### config.mk
export PLATFORM = sky130hd
export DESIGN_NAME = acc_bcd_flat
export DESIGN_NICKNAME = d
export VERILOG_FILES = /design/src/rtl/acc_pkg.sv /design/src/rtl/acc_bcd_if.sv /design/src/rtl/acc_bcd_add3.sv /design/src/rtl/acc_bcd.sv /design/src/flat_wrapper.sv
export SDC_FILE = /design/constraint.sdc
export NUM_CORES = 1
export LEC_CHECK = 0
export CELL_PAD_IN_SITES_DETAIL_PLACEMENT = 0
export CELL_PAD_IN_SITES_GLOBAL_PLACEMENT = 1
export CORE_MARGIN = 1.5
export CORE_UTILIZATION = 45
export CTS_BUF_LIST = sky130_fd_sc_hd__clkbuf_2
export DETAILED_ROUTE_END_ITERATION = 10
export GPL_ROUTABILITY_DRIVEN = 0
export GPL_TIMING_DRIVEN = 0
export PLACE_DENSITY_LB_ADDON = 0.1
export SLEW_MARGIN = 20
export SYNTH_ARGS = -nofsm -noshare
export SYNTH_HDL_FRONTEND = slang
export SYNTH_SLANG_ARGS = --single-unit
### constraint.sdc
create_clock -name clk -period 1.7 [get_ports clk]
set_input_delay 0.51 -clock clk [delete_from_list [all_inputs] [get_ports clk]]
set_output_delay 0.51 -clock clk [all_outputs]
set_load 0.02 [all_outputs]
### src/rtl/acc_pkg.sv
// acc_pkg: shared widths and FSM state encodings for the accumulator and its BCD display converter.
package acc_pkg;

  localparam int ACC_W       = 8;
  localparam int BCD_DIGIT_W = 4;

  typedef enum logic [1:0] {
    ST_IDLE   = 2'd0,
    ST_SHIFT  = 2'd1,
    ST_FINISH = 2'd2
  } state_t;

endpackage

### src/rtl/acc_bcd_if.sv
// acc_bcd_if: start/busy/done handshake plus data and result buses of the BCD converter.
interface acc_bcd_if
  import acc_pkg::*;
#(
  parameter int WIDTH = ACC_W,
  parameter int NDIG  = 3
) ();

  logic                       start;
  logic [WIDTH-1:0]           din;
  logic                       busy;
  logic                       done;
  logic [BCD_DIGIT_W*NDIG-1:0] bcd;

  modport master (output start, output din, input busy, input done, input bcd);
  modport slave  (input start, input din, output busy, output done, output bcd);

endinterface

### src/rtl/acc_bcd_add3.sv
// bcd_add3: double-dabble digit correction, out = (in >= 5) ? in + 3 : in.
module bcd_add3
  import acc_pkg::*;
(
  input  logic [BCD_DIGIT_W-1:0] i_dig,
  output logic [BCD_DIGIT_W-1:0] o_dig
);

  assign o_dig = (i_dig >= 4'd5) ? i_dig + 4'd3 : i_dig;

endmodule

### src/rtl/acc_bcd.sv
// acc_bcd: binary-to-packed-BCD converter, one bit per clock (shift-add-3).
// Optional macro ACC_BCD_AUTO_START_EN: start a conversion whenever din differs from the last accepted value.
`default_nettype none
module acc_bcd
  import acc_pkg::*;
#(
  parameter int WIDTH = ACC_W,
  parameter int NDIG  = 3
) (
  input  logic        clk,
  input  logic        r,
  acc_bcd_if.slave    bus
);

  localparam int SW = BCD_DIGIT_W * NDIG;
  localparam int CW = $clog2(WIDTH + 1);

  state_t           r_state;
  state_t           w_state_nxt;
  logic             w_accept;
  logic             w_trig;
  logic [WIDTH-1:0] r_shreg;
  logic [SW-1:0]    r_scratch;
  logic [SW-1:0]    w_adj;
  logic [CW-1:0]    r_count;
  logic [SW-1:0]    r_bcd;
  logic             r_done;

  genvar gi;
  generate
    for (gi = 0; gi < NDIG; gi++) begin : g_digit
      bcd_add3 u_add3 (
        .i_dig (r_scratch[gi*BCD_DIGIT_W +: BCD_DIGIT_W]),
        .o_dig (w_adj[gi*BCD_DIGIT_W +: BCD_DIGIT_W])
      );
    end
  endgenerate

`ifdef ACC_BCD_AUTO_START_EN
  logic [WIDTH-1:0] r_last_din;

  // A changed input behaves exactly like an explicit start request.
  assign w_trig = bus.start | (bus.din != r_last_din);

  always_ff @(posedge clk or posedge r) begin
    if (r) begin
      r_last_din <= '0;
    end else if (w_accept) begin
      r_last_din <= bus.din;
    end
  end
`else
  assign w_trig = bus.start;
`endif

  always_ff @(posedge clk or posedge r) begin
    if (r) begin
      r_state <= ST_IDLE;
    end else begin
      r_state <= w_state_nxt;
    end
  end

  always_comb begin
    w_state_nxt = r_state;
    w_accept    = 1'b0;
    case (r_state)
      ST_IDLE: begin
        if (w_trig) begin
          w_accept    = 1'b1;
          w_state_nxt = ST_SHIFT;
        end
      end
      ST_SHIFT: begin
        if (r_count == CW'(1)) begin
          w_state_nxt = ST_FINISH;
        end
      end
      ST_FINISH: w_state_nxt = ST_IDLE;
      default:   w_state_nxt = ST_IDLE;
    endcase
  end

  always_ff @(posedge clk or posedge r) begin
    if (r) begin
      r_shreg   <= '0;
      r_scratch <= '0;
      r_count   <= '0;
      r_bcd     <= '0;
      r_done    <= 1'b0;
    end else begin
      r_done <= (r_state == ST_FINISH);
      if (w_accept) begin
        r_shreg   <= bus.din;
        r_scratch <= '0;
        r_count   <= CW'(WIDTH);
      end else if (r_state == ST_SHIFT) begin
        // Corrected digits shift left; the binary MSB enters the ones digit.
        r_scratch <= {w_adj[SW-2:0], r_shreg[WIDTH-1]};
        r_shreg   <= {r_shreg[WIDTH-2:0], 1'b0};
        r_count   <= r_count - CW'(1);
      end
      if (r_state == ST_FINISH) begin
        r_bcd <= r_scratch;
      end
    end
  end

  assign bus.busy = (r_state != ST_IDLE);
  assign bus.done = r_done;
  assign bus.bcd  = r_bcd;

endmodule
`default_nettype wire
### src/flat_wrapper.sv
// flat-port wrapper written by rule: the top's interface ports become plain ports
module acc_bcd_flat import acc_pkg::*;
#(
  parameter int WIDTH = ACC_W,
  parameter int NDIG  = 3
)
  (clk, r, bus_start, bus_din, bus_busy, bus_done, bus_bcd);
  acc_bcd_if #(.WIDTH(WIDTH), .NDIG(NDIG)) bus_i ();
  input  logic clk;
  input  logic r;
  input wire logic [$bits(bus_i.start)-1:0] bus_start;
  input wire logic [$bits(bus_i.din)-1:0] bus_din;
  output wire logic [$bits(bus_i.busy)-1:0] bus_busy;
  output wire logic [$bits(bus_i.done)-1:0] bus_done;
  output wire logic [$bits(bus_i.bcd)-1:0] bus_bcd;
  assign bus_i.start = bus_start;
  assign bus_i.din = bus_din;
  assign bus_busy = bus_i.busy;
  assign bus_done = bus_i.done;
  assign bus_bcd = bus_i.bcd;
  acc_bcd #(.WIDTH(WIDTH), .NDIG(NDIG)) u_core (.clk(clk), .r(r), .bus(bus_i));
endmodule
==> results.py <==
metrics = {
    "logic_synthesis": {
        "synthMuxAreaShare": 0.01000,
        "synth-seq-cells": 39,
        "syn-instance-count": 191,
        "syn-num-nets": 210,
        "synth_seq_area_share": 0.4875,
        "synth_xor_area_frac": 0.008750,
        "yosysWarnings": 0,
        "avgSynthCellArea_um2": 10.48,
        "yosys.area_share.simple": 0.1312,
        "ys_types": 33,
        "synth_top_family_by_area": "compound AO/OA/AOI/OAI gates",
        "synth_compound_area_frac": 0.2394,
        "syn_area_mm2": 0.002002,
        "synthAdderAreaFrac": 0.05000,
    },
    "worst_setup_path": {
        "arrival_ns": 1.22,
        "crit_cells": 2,
        "cp_max_fo": 3,
        "path_class": "flip-flop to output pin",
        "path_buf_inv": 1,
        "critPathRequiredTime_ns": 1.19,
        "critPathLaunchType": "flip-flop",
        "crit_path_end_kind": "output pin",
        "crit_chain": "or2_4 > buf_6",
        "reg2reg_depth": 6,
        "crit_path_max_incr_delay_ns": 0.45,
        "cp_slowest_cell": "dfrtp_1",
        "crit_family": "flip-flops",
    },
    "routing": {
        "drc": 0,
        "wl_per_cell_um": 14.04,
        "vias": 1524,
        "drtPass1Iterations": 4,
        "antenna_left": 0,
        "wl_um": 3946,
        "viasPerCell": 5.423,
        "initialDrtViolationCount": 58,
    },
    "run": {
        "drv_cap": 0,
    },
    "finish": {
        "postLayoutCellArea_mm2": 0.002404,
        "n_antenna_cell": 0,
        "area_growth_pct": 20.06,
        "drive_above_1_share": 0.2096,
        "final_common_cell": "dfrtp_1",
        "nets": 247,
        "postLayoutCoreUtil": 0.5558,
        "mostFrequentLayoutCells": "dfrtp_1, nand2_1, inv_1",
    },
    "timing": {
        "slew_headroom": 0.7305,
        "hold_ws_ns": 0.3973,
        "final_hold_viol_count": 0,
        "clock_skew_ns": 0.01841,
        "worst_slack_ns": -0.03047,
        "setup_viol": 1,
        "min_period_ns": 1.730,
        "slew_viol_final": 0,
        "grt_setup_unrepaired": "true",
        "fmax_mhz": 577.9,
        "worst_slew_pin_slew_ns": 0.4037,
        "period_share": 1.018,
    },
    "floorplan": {
        "rows": 24,
        "die_x_um": 69.70,
        "pin_count": 25,
        "initial_core_util": 0.4630,
        "die_h_um": 69.70,
        "die_area_mm2": 0.004858,
        "core_mm2": 0.004324,
    },
    "pwr": {
        "cellLeakagePower_nw": 1.156,
        "cellPowerDensity_mw_per_mm2": 1647,
        "power_mw": 3.960,
        "ir_worst_vdd_mv": 0.6017,
    },
    "grt": {
        "antenna_found_initial": 0,
        "grt_max_degree": 24,
        "grt_pass1_wl_um": 6955,
        "grt_pass1_vias": 1504,
        "grt_overflow": 0,
        "grtUsageTotal": 0.1788,
    },
    "clocking": {
        "cts_tree": "built",
        "ctsHoldBuffers": 0,
        "worstSkewPairLatency_ns": 0.38,
        "cts.clk_slew.worst_paths_ns": 0.20,
        "clockRootBuffer": "clkbuf_2",
        "numClockSinks": 39,
        "cts_buffers": 5,
        "cts-htree-levels": 2,
        "clk_path_buf_depth": 2,
    },
    "run_status": {
        "status": "complete, but fails checks",
        "violations": "setup timing",
    },
    "placement": {
        "hpwl_um": 2863,
        "place_area_mm2": 0.002335,
        "port_buffers": 24,
        "place_ws_ns": -0.3856,
    },
    "worst_hold_path": {
        "hold_class": "primary input to async pin",
    },
}
[synth_stat cells]
cell | n | share of area
a21oi_1 | 1 | 0.0025
a22o_1 | 5 | 0.022
a22oi_1 | 7 | 0.026
a2bb2oi_1 | 1 | 0.0044
a31oi_1 | 1 | 0.0031
and3_1 | 1 | 0.0031
buf_2 | 3 | 0.0075
buf_6 | 6 | 0.034
dfrtp_1 | 39 | 0.49
ha_1 | 8 | 0.050
inv_1 | 15 | 0.028
inv_2 | 2 | 0.0038
mux2i_1 | 2 | 0.010
nand2_1 | 34 | 0.064
nand2b_1 | 7 | 0.022
nand3b_1 | 3 | 0.011
nor2_1 | 1 | 0.0019
nor2b_1 | 4 | 0.012
nor2b_2 | 1 | 0.0044
nor2b_4 | 1 | 0.0069
nor3_1 | 1 | 0.0025
o2111ai_1 | 5 | 0.022
o2111ai_2 | 1 | 0.0075
o211ai_1 | 3 | 0.011
o211ai_2 | 3 | 0.019
o21a_1 | 3 | 0.011
o21ai_0 | 2 | 0.0050
o21ai_1 | 10 | 0.025
o21ai_2 | 12 | 0.052
o21bai_4 | 1 | 0.0094
o31ai_1 | 5 | 0.019
or2_2 | 1 | 0.0031
xnor2_1 | 2 | 0.0088
[routing by layer]
layer	GRT usage	vias to the layer above	share of wire
met5	0	-	0
met4	0.04487	0	0.012
met3	0.04506	6	0.043
met2	0.3024	34	0.48
met1	0.2309	744	0.47
li1	-	740	-
[stage by stage]
step / cells / TNS (ns)
2_1_floorplan: 191 / 0
3_3_place_gp: 267 / -20.36
3_5_place_dp: 268 / -0.5725
4_1_cts: 277 / -0.2022
5_1_grt: 281 / -0.1008
6_report: 281 / -0.03047
[worst paths after layout]
kind	start	to	slack, ns
min in group clk	u_core.bus.bcd[9]	u_core.bus.bcd[9]	0.50
max reg2reg	u_core.r_state[0]	u_core.r_scratch[5]	0.14
min	r	u_core.bus.bcd[4]	0.40
max	u_core.r_state[0]	bus_busy	-0.03
min reg2reg	u_core.bus.bcd[9]	u_core.bus.bcd[9]	0.50
max in group asynchronous	r	u_core.r_state[1]	0.84
[flip-flops by register name (all words and copies together) (netlist names)]
register / cells
u_core.r_scratch: 12
u_core.r_shreg: 8
u_core.bus.done: 1
u_core.bus.bcd: 12
u_core.r_count: 4
u_core.r_state: 2
[power breakdown]
group          switching, mW  leakage [nW]  internal, mW
Sequential             0.270         0.509          1.28
Combinational           1.10         0.614         0.908
Clock                  0.295        0.0330         0.112
Total                   1.66          1.16          2.30
[what timing repair did]
item | in CTS | in global routing
setup endpoints to repair | 14 | 6
cloned | 0 | 0
setup buffers | 3 | 5
gates resized for setup | 19 | 4
pin swaps | 0 | 1
[final cells by class]
type                            count  area, um2
Fill cell                         403       1921
Sequential cell                    39      977.2
Multi-Input combinational cell    126      882.1
Timing Repair Buffer               33      314.1
Tap cell                           52      65.06
Inverter                           17      63.81
Buffer                              6      61.31
Clock buffer                        7      35.03
Clock inverter                      1      5.005
[logic make-up after synthesis]
| logic type | Yosys count |
|---|---|
| AO/OA/AOI/OAI | 60 |
| XOR/XNOR | 2 |
| adder cells (fa/ha/maj) | 8 |
| buffers and inverters | 26 |
| flip-flops | 39 |
| multiplexers | 2 |
| AND/OR/NAND/NOR | 54 |
No activity file was read; power rests on OpenSTA's default activity.
